## src/rtl/regfile_pkg.sv

```systemverilog
// regfile_pkg: shared widths and types
// for the register file slice.
package regfile_pkg;

  localparam int DATA_W_DEF = 8;
  localparam int ADDR_W_DEF = 3;

  typedef logic [DATA_W_DEF-1:0] data_t;
  typedef logic [ADDR_W_DEF-1:0] addr_t;

endpackage

```

## src/rtl/regfile_resp_buf.sv

```systemverilog
// regfile_resp_buf: one-entry read response
// buffer with valid/ready and accept logic.
module regfile_resp_buf
  import regfile_pkg::*;
#(
  parameter int DATA_W = DATA_W_DEF
) (
  input  logic              clk,
  input  logic              reset,
  input  logic              rd_req,
  input  logic              rd_ready,
  input  logic [DATA_W-1:0] load_data,
  output logic              rd_accept,
  output logic              rd_valid,
  output logic [DATA_W-1:0] rd_data
);

  assign rd_accept = rd_req & (~rd_valid | rd_ready);

  // load on accept, drop valid when drained, else hold
  always_ff @(posedge clk or posedge reset) begin
    if (reset) begin
      rd_valid <= 1'b0;
      rd_data  <= '0;
    end else if (rd_accept) begin
      rd_valid <= 1'b1;
      rd_data  <= load_data;
    end else if (rd_ready) begin
      rd_valid <= 1'b0;
    end
  end

endmodule

```

## src/rtl/regfile_rw.sv

```systemverilog
// regfile_rw: register file with posted writes
// and a latency-1 valid/ready read port.
module regfile_rw
  import regfile_pkg::*;
#(
  parameter int DATA_W   = DATA_W_DEF,
  parameter int ADDR_W   = ADDR_W_DEF,
  parameter int ZERO_REG = 1
) (
  input  logic              clk,
  input  logic              reset,
  input  logic              wr_en,
  input  logic [ADDR_W-1:0] wr_addr,
  input  logic [DATA_W-1:0] wr_data,
  input  logic              rd_req,
  input  logic [ADDR_W-1:0] rd_addr,
  output logic              rd_accept,
  output logic              rd_valid,
  output logic [DATA_W-1:0] rd_data,
  input  logic              rd_ready
);

  localparam int DEPTH = 2 ** ADDR_W;

  logic [DATA_W-1:0] mem [DEPTH];
  logic              zero_wr;
  logic              zero_rd;
  logic              bypass;
  logic [DATA_W-1:0] rd_word;

  assign zero_wr = (ZERO_REG != 0) && (wr_addr == '0);
  assign zero_rd = (ZERO_REG != 0) && (rd_addr == '0);
  assign bypass  = wr_en && !zero_wr && (wr_addr == rd_addr);

  // read word with write-first forwarding
  always_comb begin
    rd_word = mem[rd_addr];
    if (zero_rd)
      rd_word = '0;
    else if (bypass)
      rd_word = wr_data;
  end

  // storage: cleared on reset, entry 0 pinned when zero-reg
  always_ff @(posedge clk or posedge reset) begin
    if (reset) begin
      for (int i = 0; i < DEPTH; i++)
        mem[i] <= '0;
    end else if (wr_en && !zero_wr) begin
      mem[wr_addr] <= wr_data;
    end
  end

  regfile_resp_buf #(
    .DATA_W(DATA_W)
  ) u_resp_buf (
    .clk       (clk),
    .reset     (reset),
    .rd_req    (rd_req),
    .rd_ready  (rd_ready),
    .load_data (rd_word),
    .rd_accept (rd_accept),
    .rd_valid  (rd_valid),
    .rd_data   (rd_data)
  );

endmodule

```

## config.mk

```make
export PLATFORM = sky130hd
export DESIGN_NAME = regfile_rw
export DESIGN_NICKNAME = d
export VERILOG_FILES = /design/src/rtl/regfile_pkg.sv /design/src/rtl/regfile_resp_buf.sv /design/src/rtl/regfile_rw.sv
export SDC_FILE = /design/constraint.sdc
export NUM_CORES = 1
export LEC_CHECK = 0
export ABC_AREA = 1
export BUFFER_PORTS_ARGS = -buffer_cell sky130_fd_sc_hd__buf_2
export CAP_MARGIN = 30
export CORE_MARGIN = 8
export CORE_UTILIZATION = 37
export CTS_BUF_LIST = sky130_fd_sc_hd__clkbuf_8
export CTS_CLUSTER_DIAMETER = 30
export DETAILED_ROUTE_END_ITERATION = 10
export GPL_TIMING_DRIVEN = 0
export PLACE_DENSITY = 0.61
export SLEW_MARGIN = 20
export SYNTH_ARGS = -nofsm -noshare
export SYNTH_HDL_FRONTEND = slang
export SYNTH_SLANG_ARGS = --single-unit
```

## constraint.sdc

```tcl
create_clock -name clk -period 2.7 [get_ports clk]
set_input_delay 0.54 -clock clk [delete_from_list [all_inputs] [get_ports clk]]
set_output_delay 0.54 -clock clk [all_outputs]
set_load 0.005 [all_outputs]
```

==> results.json <==
{
  "cts.sinks": 73,
  "grt_pass1_wl_um": 15200,
  "maxCapViolations": 0,
  "final_hold_viol_count": 0,
  "hpwlAfterDp_um": 6520,
  "leakagePower_nw": 1.97,
  "period_minus_slack_ps": 1890,
  "min_path_type": "primary input to asynchronous set/reset pin",
  "post_cts_buffers": 0,
  "yosys-top-cells-area": "dfrtp_1, nand2_1, o21ai_0",
  "grt_setup_unrepaired": "false",
  "irDropWorstVdd_v": 0.000362,
  "synth-seq-cells": 73,
  "holdWs_ps": 121,
  "worst_setup_path_end_kind": "output port",
  "insertion_delay_ps": 340,
  "place_area_um2": 3700,
  "ys_seq_area_frac": 0.538,
  "synth_simple_gate_area_frac": 0.309,
  "synthCells": 432,
  "synth_edf_count": 0,
  "core_um2": 9060,
  "register_area_um2": 1830,
  "gpl.final_weighted_congestion": 0.884,
  "period_share": 0.702,
  "syn_to_final_growth_pct": 14.7,
  "num_io_pins": 29,
  "setup_violations": 0,
  "synth_common_cells": "nand2_1, dfrtp_1, o21ai_0",
  "design_area_um2": 3890,
  "diodes": 0,
  "drtPass1Iterations": 4,
  "maxSlewHeadroom": 0.658,
  "start_util": 0.374,
  "drt_iter0_markers": 227,
  "fp-row-count": 35,
  "clk_path_buf_depth": 2,
  "yosysWarningCount": 0,
  "worstMarginPinSlew_ps": 510,
  "synthArstFlopShare": 1.00,
  "synth_most_common_cell": "nand2_1",
  "worstPathMaxFanout": 10,
  "grt_start_max_net_pins": 58,
  "clkTransAtPathRegs_ps": 80,
  "max_freq_mhz": 528,
  "routed_wl_um": 9070,
  "arrival_ps": 1350,
  "cts_root_buffer": "clkbuf_8",
  "cts_buffers": 9,
  "synthFlopType": "dfrtp_1",
  "yosysTopAreaCell": "dfrtp_1",
  "post_synth_num_cell_types": 18,
  "dieWidth_um": 112,
  "antenna_left": 0,
  "skew_ps": 10.6,
  "htreeDepth": 3,
  "multi_input_comb_area_um2": 1370,
  "tritoncts": "built",
  "setup_ws_ps": 806,
  "grt_overflow": 0,
  "synth_compound_area_frac": 0.0948,
  "viasPerCell": 4.95,
  "die-area_um2": 12500,
  "synth.net_count": 451,
  "fillers": 943,
  "syn_area_um2": 3390,
  "postSynthAreaPerCell_um2": 7.85,
  "status": "finished clean",
  "antenna_found_initial": 0,
  "vias": 2907,
  "p_per_area_nw_per_um2": 694,
  "muxShareOfSynthArea": 0,
  "die-height_um": 112,
  "drive_above_1_share": 0.134,
  "path_class": "register to output port",
  "fin_tns_setup_ps": 0,
  "wire_per_inst_um": 15.5,
  "post_cts_resized": 0,
  "dpl_worst_slack_ps": 797,
  "synth_top_family_by_area": "simple AND/OR/NAND/NOR gates",
  "grt_util_all_layers": 0.153,
  "synth_fa_ha_area_frac": 0,
  "numPortBuffers": 27,
  "drc_errors": 0,
  "layout.nets": 490,
  "synthXorXnorAreaFrac": 0,
  "grt_pass1_vias": 2838,
  "drv_slew": 0,
  "ctsHoldBuffers": 0,
  "critPathLaunchType": "register",
  "crit_required_ps": 2160,
  "synth_top_cell_area_share": 0.538
}
[power breakdown]
part	internal [mW]	total, mW	leakage, nW	switching (mW)
sequential	1.28	1.37	0.916	0.0973
combinational	0.178	0.469	0.958	0.291
clock	0.446	0.859	0.0995	0.413
[cell type report]
type | count | area share
sequential | 73 | 0.469
multi-input combinational | 311 | 0.352
timing repair buffer | 28 | 0.0418
tap | 111 | 0.0357
clock buffer | 10 | 0.0353
buffer | 26 | 0.0296
inverter | 22 | 0.0219
clock inverter | 6 | 0.0151
[cells by family (layout without fill, tap and decap cells)]
family	count (synthesis)	count (layout)
AO/OA/AOI/OAI	60	60
flip-flops	73	73
buffers and inverters	48	92
AND/OR/NAND/NOR	251	251
[critical path: stages, from the launching register on]
cell and delay [ps]:
dfrtp_1 340, nand2_1 70, nand2_1 90, clkbuf_1 320
inv_1 70, buf_2 130
[placed cells by master, fill, tap and decap left out]
cell type / n
a21oi_1: 8
a21oi_2: 2
buf_16: 1
buf_2: 35
buf_4: 2
bufinv_16: 1
clkbuf_1: 16
clkbuf_8: 10
clkinv_2: 2
clkinvlp_4: 2
dfrtp_1: 73
inv_1: 18
inv_2: 4
inv_4: 1
nand2_1: 185
nand3_1: 41
nand3_4: 1
nand4_1: 8
nor2_1: 14
nor2_4: 1
nor3_4: 1
o21ai_0: 48
o21ai_1: 1
o21bai_4: 1
[metrics by stage]
stage                     power (mW)   util  cells
final                           2.70  0.430    587
after global routing            2.86  0.430    587
after CTS                       2.71  0.430    587
after detailed placement        1.86  0.408    571
after global placement          1.84  0.405    570
after floorplan                 1.70      -    432
[state kept, by name, indices dropped and copies added (netlist names)]
| name | cells |
|---|---|
| mem | 64 |
| u_resp_buf.rd_data | 8 |
| u_resp_buf.rd_valid | 1 |
[path summary, 6_finish.rpt]
kind / startpoint / to / slack, ps / depth (start not counted)
worst max register to register: u_resp_buf.rd_valid / u_resp_buf.rd_data[5] / 1590 / 5
max in group asynchronous: reset / mem[17] / 2040 / 3
worst min register to register: mem[63] / mem[63] / 470 / 1
worst max-delay path: u_resp_buf.rd_valid / rd_accept / 810 / 5
min in group clk: rd_ready / u_resp_buf.rd_valid / 460 / 4
worst min-delay path: reset / mem[62] / 120 / 2
[layer usage]
metal | share of wire | global-route usage | vias to the layer above
met2 | 0.48 | 0.255 | 69
met1 | 0.45 | 0.200 | 1365
met3 | 0.057 | 0.0308 | 10
met5 | 0 | 0 | -
met4 | 0.010 | 0.0319 | 0
li1 | - | - | 1463
No activity file was read; power rests on OpenSTA's default activity.
